## config.mk

```make
export PLATFORM = sky130hd
export DESIGN_NAME = mem_access_ctrl_flat
export DESIGN_NICKNAME = d
export VERILOG_FILES = /design/src/rtl/mem_access_ctrl_pkg.sv /design/src/rtl/mem_access_ctrl_if.sv /design/src/rtl/mem_access_ctrl_grant.sv /design/src/rtl/mem_access_ctrl.sv /design/src/flat_wrapper.sv
export SDC_FILE = /design/constraint.sdc
export NUM_CORES = 1
export LEC_CHECK = 0
export ABC_AREA = 1
export BUFFER_PORTS_ARGS = -buffer_cell sky130_fd_sc_hd__buf_4
export CORE_ASPECT_RATIO = 0.7
export CORE_MARGIN = 1
export CORE_UTILIZATION = 35
export DETAILED_ROUTE_END_ITERATION = 8
export PLACE_DENSITY = 0.75
export SLEW_MARGIN = 20
export SYNTH_ARGS = -nofsm -noshare
export SYNTH_HDL_FRONTEND = slang
export SYNTH_HIERARCHICAL = 1
export SYNTH_SLANG_ARGS = --single-unit
```

## constraint.sdc

```tcl
create_clock -name clk -period 1.6 [get_ports clk]
set_input_delay 0.08 -clock clk [delete_from_list [all_inputs] [get_ports clk]]
set_output_delay 0.08 -clock clk [all_outputs]
set_load 0.005 [all_outputs]
```

## src/rtl/mem_access_ctrl_pkg.sv

```systemverilog
// Shared types for the memory access controller: FSM state encoding,
// access owner encoding, default widths and the round-robin pick rule.
package mem_access_ctrl_pkg;

    localparam int DEF_ADDR_W  = 10;
    localparam int DEF_DATA_W  = 20;
    localparam int DEF_RAM_LAT = 1;

    typedef enum logic [1:0] {
        ST_IDLE  = 2'd0,
        ST_READ  = 2'd1,
        ST_WRITE = 2'd2,
        ST_RESP  = 2'd3
    } state_t;

    typedef enum logic {
        OWN_FETCH = 1'b0,
        OWN_DATA  = 1'b1
    } owner_t;

    // On a tie the requester that did not win last time gets the RAM.
    function automatic owner_t rr_pick(input logic if_req, input logic d_req, input owner_t last);
        if (if_req && d_req)
            return (last == OWN_DATA) ? OWN_FETCH : OWN_DATA;
        else if (if_req)
            return OWN_FETCH;
        else
            return OWN_DATA;
    endfunction

endpackage

```

## src/rtl/mem_access_ctrl_if.sv

```systemverilog
// Bus bundle between the fetch/execute requesters, the RAM and the controller.
// master = requesters plus RAM, slave = the controller.
interface mem_access_ctrl_if
    import mem_access_ctrl_pkg::*;
#(
    parameter int ADDR_W = DEF_ADDR_W,
    parameter int DATA_W = DEF_DATA_W
);
    logic              if_req;
    logic [ADDR_W-1:0] if_addr;
    logic              if_ack;
    logic [DATA_W-1:0] if_data;
    logic              d_req;
    logic              d_we;
    logic [ADDR_W-1:0] d_addr;
    logic [DATA_W-1:0] d_wdata;
    logic              d_ack;
    logic [DATA_W-1:0] d_rdata;
    logic [ADDR_W-1:0] ram_addr;
    logic [DATA_W-1:0] ram_wdata;
    logic              ram_wr;
    logic [DATA_W-1:0] ram_rdata;

    modport master (
        output if_req, if_addr, d_req, d_we, d_addr, d_wdata, ram_rdata,
        input  if_ack, if_data, d_ack, d_rdata, ram_addr, ram_wdata, ram_wr
    );

    modport slave (
        input  if_req, if_addr, d_req, d_we, d_addr, d_wdata, ram_rdata,
        output if_ack, if_data, d_ack, d_rdata, ram_addr, ram_wdata, ram_wr
    );
endinterface

```

## src/rtl/mem_access_ctrl_grant.sv

```systemverilog
// Round-robin picker between fetch and data requests, plus the flop
// remembering who won the previous grant.
module mac_grant
    import mem_access_ctrl_pkg::*;
(
    input  logic   clk,
    input  logic   reset,
    input  logic   grant_en,
    input  logic   if_req,
    input  logic   d_req,
    output logic   grant_valid,
    output owner_t grant_owner
);

    owner_t last_reg;

    always_comb begin
        grant_valid = if_req | d_req;
        grant_owner = rr_pick(if_req, d_req, last_reg);
    end

    // Starts as "data" so fetch wins the first tie after reset.
    always_ff @(posedge clk) begin
        if (!reset)
            last_reg <= OWN_DATA;
        else if (grant_en && grant_valid)
            last_reg <= grant_owner;
    end

endmodule

```

## src/rtl/mem_access_ctrl.sv

```systemverilog
// Sequencer placing fetch and load/store accesses onto a single-port RAM
// through MAR/MDR, returning read data with a one-cycle acknowledge.
module mem_access_ctrl
    import mem_access_ctrl_pkg::*;
#(
    parameter int ADDR_W  = DEF_ADDR_W,
    parameter int DATA_W  = DEF_DATA_W,
    parameter int RAM_LAT = DEF_RAM_LAT
)(
    input  logic              clk,
    input  logic              reset,
    mem_access_ctrl_if.slave  bus,
    output logic              busy
);

    localparam logic [1:0] WAIT_INIT = 2'(RAM_LAT - 1);

    state_t            state_reg;
    state_t            state_next;
    owner_t            owner_reg;
    logic [ADDR_W-1:0] mar_reg;
    logic [DATA_W-1:0] mdr_reg;
    logic [1:0]        wait_reg;
    logic              grant_valid;
    owner_t            grant_owner;
    logic              grant_store;
    logic              read_done;

    mac_grant u_grant (
        .clk         (clk),
        .reset       (reset),
        .grant_en    (state_reg == ST_IDLE),
        .if_req      (bus.if_req),
        .d_req       (bus.d_req),
        .grant_valid (grant_valid),
        .grant_owner (grant_owner)
    );

    assign grant_store = (grant_owner == OWN_DATA) && bus.d_we;
    assign read_done   = (state_reg == ST_READ) && (wait_reg == 2'd0);

    always_comb begin
        state_next = state_reg;
        case (state_reg)
            ST_IDLE:  if (grant_valid) state_next = grant_store ? ST_WRITE : ST_READ;
            ST_READ:  if (wait_reg == 2'd0) state_next = ST_RESP;
            ST_WRITE: state_next = ST_RESP;
            ST_RESP:  state_next = ST_IDLE;
            default:  state_next = ST_IDLE;
        endcase
    end

    always_ff @(posedge clk) begin
        if (!reset) begin
            state_reg <= ST_IDLE;
            owner_reg <= OWN_DATA;
            mar_reg   <= '0;
            mdr_reg   <= '0;
            wait_reg  <= '0;
        end else begin
            state_reg <= state_next;
            if (state_reg == ST_IDLE && grant_valid) begin
                owner_reg <= grant_owner;
                mar_reg   <= (grant_owner == OWN_FETCH) ? bus.if_addr : bus.d_addr;
                wait_reg  <= WAIT_INIT;
                if (grant_store)
                    mdr_reg <= bus.d_wdata;
            end else if (state_reg == ST_READ && wait_reg != 2'd0) begin
                wait_reg <= wait_reg - 2'd1;
            end
        end
    end

    // Index 0 serves the fetch port, index 1 the data port.
    for (genvar gi = 0; gi < 2; gi++) begin : g_port
        logic [DATA_W-1:0] rdata_reg;
        logic              ack_reg;

        always_ff @(posedge clk) begin
            if (!reset) begin
                rdata_reg <= '0;
                ack_reg   <= 1'b0;
            end else begin
                ack_reg <= (state_next == ST_RESP) && (owner_reg == owner_t'(1'(gi)));
                if (read_done && owner_reg == owner_t'(1'(gi)))
                    rdata_reg <= bus.ram_rdata;
            end
        end
    end

    // A store whose write edge coincides with reset must not reach the RAM.
    assign bus.ram_wr    = (state_reg == ST_WRITE) && reset;
    assign bus.ram_addr  = mar_reg;
    assign bus.ram_wdata = mdr_reg;
    assign bus.if_ack    = g_port[0].ack_reg;
    assign bus.if_data   = g_port[0].rdata_reg;
    assign bus.d_ack     = g_port[1].ack_reg;
    assign bus.d_rdata   = g_port[1].rdata_reg;
    assign busy          = (state_reg != ST_IDLE);

endmodule

```

## src/flat_wrapper.sv

```systemverilog
// flat-port wrapper written by rule: the top's interface ports become plain ports
module mem_access_ctrl_flat import mem_access_ctrl_pkg::*;
#(
    parameter int ADDR_W  = DEF_ADDR_W,
    parameter int DATA_W  = DEF_DATA_W,
    parameter int RAM_LAT = DEF_RAM_LAT
)
  (clk, reset, busy, bus_if_req, bus_if_addr, bus_d_req, bus_d_we, bus_d_addr, bus_d_wdata, bus_ram_rdata, bus_if_ack, bus_if_data, bus_d_ack, bus_d_rdata, bus_ram_addr, bus_ram_wdata, bus_ram_wr);
  mem_access_ctrl_if #(.ADDR_W(ADDR_W), .DATA_W(DATA_W)) bus_i ();
  input  logic clk;
  input  logic reset;
  output logic busy;
  input wire logic [$bits(bus_i.if_req)-1:0] bus_if_req;
  input wire logic [$bits(bus_i.if_addr)-1:0] bus_if_addr;
  input wire logic [$bits(bus_i.d_req)-1:0] bus_d_req;
  input wire logic [$bits(bus_i.d_we)-1:0] bus_d_we;
  input wire logic [$bits(bus_i.d_addr)-1:0] bus_d_addr;
  input wire logic [$bits(bus_i.d_wdata)-1:0] bus_d_wdata;
  input wire logic [$bits(bus_i.ram_rdata)-1:0] bus_ram_rdata;
  output wire logic [$bits(bus_i.if_ack)-1:0] bus_if_ack;
  output wire logic [$bits(bus_i.if_data)-1:0] bus_if_data;
  output wire logic [$bits(bus_i.d_ack)-1:0] bus_d_ack;
  output wire logic [$bits(bus_i.d_rdata)-1:0] bus_d_rdata;
  output wire logic [$bits(bus_i.ram_addr)-1:0] bus_ram_addr;
  output wire logic [$bits(bus_i.ram_wdata)-1:0] bus_ram_wdata;
  output wire logic [$bits(bus_i.ram_wr)-1:0] bus_ram_wr;
  assign bus_i.if_req = bus_if_req;
  assign bus_i.if_addr = bus_if_addr;
  assign bus_i.d_req = bus_d_req;
  assign bus_i.d_we = bus_d_we;
  assign bus_i.d_addr = bus_d_addr;
  assign bus_i.d_wdata = bus_d_wdata;
  assign bus_i.ram_rdata = bus_ram_rdata;
  assign bus_if_ack = bus_i.if_ack;
  assign bus_if_data = bus_i.if_data;
  assign bus_d_ack = bus_i.d_ack;
  assign bus_d_rdata = bus_i.d_rdata;
  assign bus_ram_addr = bus_i.ram_addr;
  assign bus_ram_wdata = bus_i.ram_wdata;
  assign bus_ram_wr = bus_i.ram_wr;
  mem_access_ctrl #(.ADDR_W(ADDR_W), .DATA_W(DATA_W), .RAM_LAT(RAM_LAT)) u_core (.clk(clk), .reset(reset), .bus(bus_i), .busy(busy));
endmodule
```

==> impl_metrics.env <==
export IMPL_status="complete, no violations"
export IMPL_num_nets_final=644
export IMPL_fp_dieW_um=113
export IMPL_dpl_cell_area_um2=4150
export IMPL_fin_crit_ns=1.49
export IMPL_antenna_found_initial=0
export IMPL_grt_use_total=0.205
export IMPL_crit_path_frequent_cell="buf_4"
export IMPL_cp_depth=8
export IMPL_fill_cells=707
export IMPL_cts_buffers_inserted=9
export IMPL_synth_top_area_share=0.519
export IMPL_syn_to_final_growth_pct=60.3
export IMPL_slew_headroom=0.746
export IMPL_drt_iter0_markers=174
export IMPL_clk_pin_slew_ns=0.06
export IMPL_synth_mux_area_frac=0
export IMPL_grt_pass1_vias=2996
export IMPL_drc=0
export IMPL_worstPathRequired_ns=1.86
export IMPL_fp_coreArea_um2=8110
export IMPL_cts_sinks=78
export IMPL_wl_per_cell_um=13.1
export IMPL_die_area_um2=8980
export IMPL_placementRows=27
export IMPL_dr_pass1_iters=4
export IMPL_synth_compound_area_frac=0.141
export IMPL_io_buffers=138
export IMPL_synthSimpleGateAreaFrac=0.253
export IMPL_routed_wl_mm=8.93
export IMPL_slowest_stage="dfxtp_1"
export IMPL_cpLargestDelayFamily="simple AND/OR/NAND/NOR gates"
export IMPL_netlist_area_um2=3010
export IMPL_floorplan_initialDensity=0.371
export IMPL_synth_area_leader_cell="dfxtp_1"
export IMPL_cts_tree="yes"
export IMPL_irDropWorstVdd_mv=0.565
export IMPL_ys_seq_elements=78
export IMPL_seq_area_um2=1560
export IMPL_n_antenna_cell=0
export IMPL_setup_viol=0
export IMPL_maxSlewViolCount=0
export IMPL_worst_pin_slew_ns=0.381
export IMPL_finalCritPeriodShare=0.934
export IMPL_ys_seq_area_frac=0.519
export IMPL_synthXorXnorAreaFrac=0
export IMPL_cpPeakStageDelay_ns=0.32
export IMPL_finish_utilization=0.595
export IMPL_ant_nets=0
export IMPL_hpwlAfterDp_mm=5.94
export IMPL_leakage_nw=2.31
export IMPL_cts_buffer_depth=2
export IMPL_reg2reg_depth=8
export IMPL_fin_area_um2=4830
export IMPL_finalPower_w=0.00615
export IMPL_synth_area_leaders="dfxtp_1, nor2_1, o21ai_0"
export IMPL_worstSetupStartpointType="register"
export IMPL_synth_distinct_cells=20
export IMPL_path_class="register to register"
export IMPL_ios=139
export IMPL_maxCapViolCount=0
export IMPL_grt_max_degree=44
export IMPL_die_h_um=79.6
export IMPL_viasPerCell=4.68
export IMPL_hold_path_depth=3
export IMPL_cp_end_kind="register"
export IMPL_synthAdderAreaFrac=0.0208
export IMPL_skew_ns=0.00870
export IMPL_synth_nets=469
export IMPL_cp_cell_sequence="inv_1 > ha_2 > nand2_2 > nor2_4 > buf_4 > buf_4 > o21ai_0 > nor2_1"
export IMPL_hold_viol=0
export IMPL_layout_drive_gt1_share=0.308
export IMPL_postSynthAreaPerCell_um2=7.54
export IMPL_grt_overflow=0
export IMPL_crit_buf_inv=3
export IMPL_root_buffer="clkbuf_16"
export IMPL_vias=3178
export IMPL_timing_fmax_ghz=0.670
export IMPL_routabilityCongestion=0.758
export IMPL_yosysWarnings=6
export IMPL_p_per_area_nw_per_um2=1280
export IMPL_worstPathMaxFanout=4
export IMPL_arrival_ns=1.75
export IMPL_grt_pass1_wl_mm=14.4
export IMPL_hold_path_class="primary input to register"
export IMPL_htreeDepth=3
export IMPL_clk_latency_ns=0.33
export IMPL_synthCells=399
export IMPL_grt_setup_unrepaired="yes"
export IMPL_synth_top_family_by_area="simple AND/OR/NAND/NOR gates"
export IMPL_multi_input_area_um2=1250
==> where the power goes <==
part	internal, W	total (W)	switching, W	leakage, nW
Clock	0.00119	0.00197	0.000777	0.137
Combinational	0.000882	0.00177	0.000884	1.53
Sequential	0.00225	0.00242	0.000169	0.637
==> routing by layer <==
metal	wire, um	GRT usage	share of wire	vias to the layer above
met5	0	0	0	-
met4	110	0.0697	0.012	0
met3	590	0.0683	0.066	12
met2	4070	0.334	0.46	102
met1	4150	0.256	0.47	1437
li1	-	-	-	1627
==> layout make-up <==
| type | instances | share of cell area |
|---|---|---|
| sequential | 78 | 0.324 |
| timing repair buffer | 188 | 0.315 |
| multi-input combinational | 277 | 0.260 |
| inverter | 20 | 0.0161 |
| tap | 101 | 0.0262 |
| clock buffer | 9 | 0.0467 |
| clock inverter | 6 | 0.0132 |
==> layout by cell type (no fill, tap or decap), drive strengths merged <==
master	n
bufinv	1
a21oi	23
o21ai	62
buf	153
clkinv	3
ha	5
nor2	110
dfxtp	78
clkbuf	9
nand2	50
inv	20
dlygate4sd3	35
nor3	1
or2	1
clkinvlp	2
nand3	25
==> worst min-delay path, delay by kind of cell <==
kind          cells  cell delay [ns]
simple gates      2             0.14
buf+inv           1             0.08
==> cells in the mapped netlist (all sizes together) <==
master and count:
nor2 110, dfxtp 78, o21ai 62, nand2 50, nand3 25, a21oi 23, inv 20, buf 19
clkbuf 5, ha 5, nor3 1, or2 1
==> kinds of logic after synthesis <==
kind of cell,after synthesis
compound gates,85
fa+ha+maj,5
buf+inv,44
flops,78
simple gates,187
==> through the flow <==
stage          hold slack [ns]  cells  TNS (ns)  setup WS (ns)
6_report                0.0141    679         0          0.106
5_1_grt                 0.0121    679   -0.0577        -0.0278
4_1_cts               0.000574    676         0          0.106
3_5_place_dp             0.308    626         0          0.110
3_3_place_gp             0.302    626         0          0.156
2_1_floorplan            0.154    399         0          0.316
==> path summary, 6_finish.rpt <==
path,start,endpoint,slack (ns)
min,bus_ram_rdata[18],u_core/bus.if_data[18],0.01
max,u_core/state_reg[1],u_core/bus.ram_wdata[5],0.11
max reg2reg,u_core/state_reg[1],u_core/bus.ram_wdata[5],0.11
min reg2reg,u_core/bus.ram_addr[5],u_core/bus.ram_addr[5],0.46
==> what timing repair did <==
| action | in CTS | in global routing |
|---|---|---|
| setup endpoints to repair | 0 | 21 |
| setup buffers | 0 | 3 |
| hold buffers | 35 | 0 |
| resized for setup | 0 | 6 |
| hold endpoints to repair | 35 | 0 |
Power figures use the tool's default switching activity.
